<file path="config.mk">
export PLATFORM = sky130hd
export DESIGN_NAME = slap_colour_mixer
export DESIGN_NICKNAME = d
export VERILOG_FILES = /design/src/rtl/slap_video_defs.sv /design/src/rtl/slap_palette_prom.sv /design/src/rtl/slap_colour_mixer.sv
export SDC_FILE = /design/constraint.sdc
export NUM_CORES = 2
export LEC_CHECK = 0
export BUFFER_PORTS_ARGS = -buffer_cell sky130_fd_sc_hd__clkbuf_2
export CORE_MARGIN = 5
export CORE_UTILIZATION = 30
export DETAILED_ROUTE_END_ITERATION = 10
export GPL_ROUTABILITY_DRIVEN = 0
export PLACE_DENSITY = 0.45
export SETUP_SLACK_MARGIN = 0.15
export SLEW_MARGIN = 5
export SYNTH_ARGS = -nofsm -noshare
export SYNTH_HDL_FRONTEND = slang
export SYNTH_SLANG_ARGS = --single-unit
</file>
<file path="constraint.sdc">
create_clock -name master_clk -period 2.49 [get_ports master_clk]
set_input_delay 0.6225 -clock master_clk [delete_from_list [all_inputs] [get_ports master_clk]]
set_output_delay 0.6225 -clock master_clk [all_outputs]
set_load 0.01 [all_outputs]
</file>
<file path="src/rtl/slap_video_defs.sv">
// rtl/slap_video_defs.sv - shared video constants and stage-1 pixel record
package slap_video_defs;

  localparam int PIX_W     = 8;
  localparam int COL_W     = 4;
  localparam int PAL_DEPTH = 256;
  localparam int PAL_AW    = 8;

  localparam int LE_FG = 0;
  localparam int LE_BG = 1;
  localparam int LE_SP = 2;

  // Blanking is carried as "active" flags so every register clears to 0
  // while the outputs still read as blanked out of reset.
  typedef struct packed {
    logic [PIX_W-1:0] fg;
    logic [PIX_W-1:0] sp;
    logic [PIX_W-1:0] bg;
    logic             fg_op;
    logic             sp_op;
    logic             bg_op;
    logic             hact;
    logic             vact;
  } s1_t;

endpackage

</file>
<file path="src/rtl/slap_palette_prom.sv">
// rtl/slap_palette_prom.sv - 256x4 palette RAM, download write port and video read port
module slap_palette_prom
  import slap_video_defs::*;
(
  input  logic              master_clk,
  input  logic              wr_en,
  input  logic [PAL_AW-1:0] wr_addr,
  input  logic [COL_W-1:0]  wr_data,
  input  logic [PAL_AW-1:0] rd_addr,
  output logic [COL_W-1:0]  rd_data
);

  logic [COL_W-1:0] mem [0:PAL_DEPTH-1];

  // Same-address read and write in one cycle returns the old word.
  always_ff @(posedge master_clk) begin
    if (wr_en) begin
      mem[wr_addr] <= wr_data;
    end
    rd_data <= mem[rd_addr];
  end

endmodule

</file>
<file path="src/rtl/slap_colour_mixer.sv">
// rtl/slap_colour_mixer.sv - layer priority, palette lookup and blanking for the final pixel stage
module slap_colour_mixer
  import slap_video_defs::*;
(
  input  logic             master_clk,
  input  logic             reset_n,
  input  logic             pixel_ce,
  input  logic [PIX_W-1:0] fg_pixel,
  input  logic [PIX_W-1:0] bg_pixel,
  input  logic [PIX_W-1:0] sp_pixel,
  input  logic [2:0]       layer_en,
  input  logic             hblank_in,
  input  logic             vblank_in,
  input  logic [24:0]      dn_addr,
  input  logic [7:0]       dn_data,
  input  logic             dn_wr,
  input  logic             prom_r_cs,
  input  logic             prom_g_cs,
  input  logic             prom_b_cs,
  output logic [COL_W-1:0] red,
  output logic [COL_W-1:0] green,
  output logic [COL_W-1:0] blue,
  output logic             hblank_out,
  output logic             vblank_out
);

  s1_t              s1;
  logic [PAL_AW-1:0] idx_sel;
  logic [PAL_AW-1:0] idx_s2;
  logic             hact_s2;
  logic             vact_s2;
  logic [COL_W-1:0] r_s3;
  logic [COL_W-1:0] g_s3;
  logic [COL_W-1:0] b_s3;
  logic             hact_s3;
  logic             vact_s3;
  logic [COL_W-1:0] pal_r;
  logic [COL_W-1:0] pal_g;
  logic [COL_W-1:0] pal_b;
  logic             blank;
  logic             unused_dn;

  assign unused_dn = ^{dn_addr[24:8], dn_data[7:4]};

  always_comb begin
    idx_sel = '0;
    if (s1.fg_op) begin
      idx_sel = s1.fg;
    end else if (s1.sp_op) begin
      idx_sel = s1.sp;
    end else if (s1.bg_op) begin
      idx_sel = s1.bg;
    end
  end

  // The PROM read issued from idx_s2 completes on the non-enabled cycle
  // in between, so S3 simply captures pal_* on the next pixel tick.
  always_ff @(posedge master_clk or negedge reset_n) begin
    if (!reset_n) begin
      s1      <= '0;
      idx_s2  <= '0;
      hact_s2 <= 1'b0;
      vact_s2 <= 1'b0;
      r_s3    <= '0;
      g_s3    <= '0;
      b_s3    <= '0;
      hact_s3 <= 1'b0;
      vact_s3 <= 1'b0;
    end else if (pixel_ce) begin
      s1.fg    <= fg_pixel;
      s1.sp    <= sp_pixel;
      s1.bg    <= bg_pixel;
      s1.fg_op <= (fg_pixel[1:0] != 2'b00) && layer_en[LE_FG];
      s1.sp_op <= (sp_pixel[3:0] != 4'h0) && layer_en[LE_SP];
      s1.bg_op <= (bg_pixel[3:0] != 4'h0) && layer_en[LE_BG];
      s1.hact  <= ~hblank_in;
      s1.vact  <= ~vblank_in;
      idx_s2   <= idx_sel;
      hact_s2  <= s1.hact;
      vact_s2  <= s1.vact;
      r_s3     <= pal_r;
      g_s3     <= pal_g;
      b_s3     <= pal_b;
      hact_s3  <= hact_s2;
      vact_s3  <= vact_s2;
    end
  end

  slap_palette_prom u_prom_r (
    .master_clk (master_clk),
    .wr_en      (dn_wr & prom_r_cs),
    .wr_addr    (dn_addr[7:0]),
    .wr_data    (dn_data[3:0]),
    .rd_addr    (idx_s2),
    .rd_data    (pal_r)
  );

  slap_palette_prom u_prom_g (
    .master_clk (master_clk),
    .wr_en      (dn_wr & prom_g_cs),
    .wr_addr    (dn_addr[7:0]),
    .wr_data    (dn_data[3:0]),
    .rd_addr    (idx_s2),
    .rd_data    (pal_g)
  );

  slap_palette_prom u_prom_b (
    .master_clk (master_clk),
    .wr_en      (dn_wr & prom_b_cs),
    .wr_addr    (dn_addr[7:0]),
    .wr_data    (dn_data[3:0]),
    .rd_addr    (idx_s2),
    .rd_data    (pal_b)
  );

  assign hblank_out = ~hact_s3;
  assign vblank_out = ~vact_s3;
  assign blank      = hblank_out | vblank_out;
  assign red        = blank ? '0 : r_s3;
  assign green      = blank ? '0 : g_s3;
  assign blue       = blank ? '0 : b_s3;

endmodule

</file>
==> impl_metrics.toml <==
[power]
leakage_uw = 0.0505
finalPower_uw = 131000
power_density_mw_per_mm2 = 848
irDropWorstVdd_mv = 0.579

[sta]
hold_violations = 0
clock_skew_ns = 0.0293
maxSlewHeadroom = 0.327
final.setup.worst_slack_ns = -0.523
tightest_slew_ns = 1.01
finalSetupViolations = 12
min_period_ns = 3.01
rsz0062_at_grt = "yes"
fin_crit_sh = 1.21
slew_violations = 0
fmax_mhz = 332

[synth]
synthCells = 6321
synth_top_area_frac = 0.743
yosysWarnings = 0
synth_edf_count = 3072
synth.avg_cell_area_um2 = 19.6
yosysSeqAreaShare = 0.755
async_flop_share = 0.0169
synth_nets = 6390
synth_flop_cell = "edfxtp_1"
yosysUniqueCellTypes = 58
yosys_register_bits = 3137
synth_area_mm2 = 0.124
synth_area_leaders = "edfxtp_1, mux4_2, mux2i_1"
synth.largest_area_cell = "edfxtp_1"

[setup_path]
worstSetupEndpointType = "register"
cp_common_cell = "buf_6"
worst_path_largest_cell_delay_ns = 0.51
cp.buffers_inverters = 6
path_cells = "buf_12 > buf_16 > buf_12 > buf_6 > buf_6 > mux4_2 > mux4_2 > a22o_1 > a211oi_4 > buf_6 > nor4_1"
cp-start-kind = "register"
worstPathArrival_ns = 3.83
crit_slowest_cell = "mux4_2"
path_class = "reg2reg"
critPathTopFamily = "multiplexers"
crit_fanout = 7
required_ns = 3.30

[clocking]
clock_latency_ns = 0.91
cts_tree = "built"
clock-sinks = 3137
cts_made_buffers = 339
cts_max_level = 5
cts.clk_slew.worst_paths_ns = 0.06
cts_root_buf = "clkbuf_16"
clockBufferDepth = 4

[final_layout]
nNetsFinal = 7802
syn_to_final_growth_pct = 24.7
utilization = 0.375
drive_gt1_frac = 0.353
final_common_cell = "edfxtp_1"
mostFrequentLayoutCells = "edfxtp_1, buf_4, nor2_1, mux4_2, mux2i_1"
fillers = 38000

[route]
ant_nets = 0
dr.max_layer_used = "met5"
drt_iter0_drc = 6199
routed_wl_um = 381000
met2_length_um = 185000
drc_errors = 0
dr_wl_met3_um = 19400
routed_via_density = 4.98
wl_per_cell_um = 28.2
first_pass_iters = 6
vias = 67200
met1Wirelength_um = 167000

[placement]
hpwl_um = 254000
port_buffers = 61

[global_route]
grt-ovfl-total = 0
grt_pass1_wl_um = 535000
grt_pass1_vias = 69400
grt_max_degree = 100
antenna_found_initial = 21
grt_usage = 0.174

[status]
violations = "negative setup slack"
outcome = "finished, violations left"

[floorplan]
die_height_um = 653
num_rows = 236
io_pins = 83
die_x_um = 653
initial_core_util = 0.301
core_area_mm2 = 0.413
die-area_mm2 = 0.427

[job]
drv_cap = 0

[min_path]
hp-class = "in2reg"
## cells by family after synthesis
kind of cell,synth area share
flip-flops,0.755
multiplexers,0.152
AO/OA/AOI/OAI,0.0328
AND/OR/NAND/NOR,0.0358
buffers and inverters,0.0238
## area by class of cell
class / instances / area, um^2 / share of cell area
sequential: 3137 / 93800 / 0.606
tap: 5474 / 6850 / 0.0442
multi-input combinational: 2732 / 28300 / 0.182
inverter: 10 / 46.3 / 0.000299
clock buffer: 424 / 8990 / 0.0580
timing repair buffer: 1513 / 14900 / 0.0959
antenna: 8 / 20.0 / 0.000129
clock inverter: 198 / 2040 / 0.0132
## stage by stage
step                instances  hold WS [ns]  cell area [um^2]  setup TNS (ns)  setup slack [ns]
global placement        12700         0.481            141000          -30.42             -1.25
finish                  13500        0.0535            155000           -5.80            -0.523
global route            13500        0.0333            155000           -6.32            -0.567
detailed placement      12700         0.489            141000          -46.39             -1.16
CTS                     13400       0.00494            154000           -6.54            -0.596
floorplan                6321         0.327            124000               0             0.143
## registers in the layout, indices dropped and copies added, names as in the netlist
register,flops
b_s3,4
g_s3,4
hact_s2,1
hact_s3,1
idx_s2,8
r_s3,4
s1,29
u_prom_b.mem,1024
u_prom_b.rd_data,4
u_prom_g.mem,1024
u_prom_g.rd_data,4
u_prom_r.mem,1024
u_prom_r.rd_data,4
vact_s2,1
vact_s3,1
## synth_stat cells, types with 10 or more instances
master    number
o22ai_1      105
dfxtp_1       12
a211oi_1      36
a221oi_1      30
and3_1        13
nor4_1        17
clkbuf_1     205
a21oi_1       98
a22o_1        27
o21ai_1       12
nand2b_1      10
buf_1         55
buf_2         71
nand2_1      125
buf_12        34
mux2i_1      401
edfxtp_1    3072
nand3_1       17
o221ai_1     142
o31ai_1       11
dfrtp_1       53
nor2_1       796
o211ai_1      14
nor2b_1       23
buf_6         50
o21ai_0       16
mux2_2        45
nor3_1        65
a22oi_1       16
mux4_2       635
buf_8         18
## power breakdown
group / switching [uW] / total [uW] / internal (uW) / leakage, uW
logic: 11800 / 22100 / 10300 / 0.0168
clock network: 21000 / 50400 / 29400 / 0.00537
registers: 628 / 58900 / 58300 / 0.0283
total: 33400 / 131000 / 98000 / 0.0505
## worst reg2reg max path, stage by stage, from the launching register on
cell	delay, ns
dfrtp_4	0.50
buf_12	0.17
buf_16	0.23
buf_12	0.15
buf_6	0.12
buf_6	0.11
mux4_2	0.44
mux4_2	0.51
a22o_1	0.23
a211oi_4	0.25
buf_6	0.16
nor4_1	0.04
## routing by layer
layer,vias to the layer above,GRT usage
met3,507,0.0213
met2,2019,0.290
met1,35900,0.242
met4,2,0.0416
li1,28700,-
met5,-,0
## repair_timing
action | CTS | global route
hold buffers | 22 | 0
pin swaps | 35 | 35
endpoints found under the setup margin | 26 | 26
endpoints found under the hold margin | 75 | 0
resized for setup | 135 | 108
buffers inserted | 29 | 71
gates cloned | 7 | 7
## final timing paths
path	from	to	slack (ns)	cells after the start
worst max-delay path	idx_s2[0]	u_prom_g.rd_data[3]	-0.52	11
worst min-delay path	bg_pixel[3]	s1[8]	0.05	2
worst max register to register	idx_s2[0]	u_prom_g.rd_data[3]	-0.52	11
worst min register to register	vact_s2	vact_s3	0.49	2
max in group asynchronous	reset_n	idx_s2[4]	1.70	3
min in group asynchronous	reset_n	r_s3[2]	0.17	2
Power figures use the tool's default switching activity.
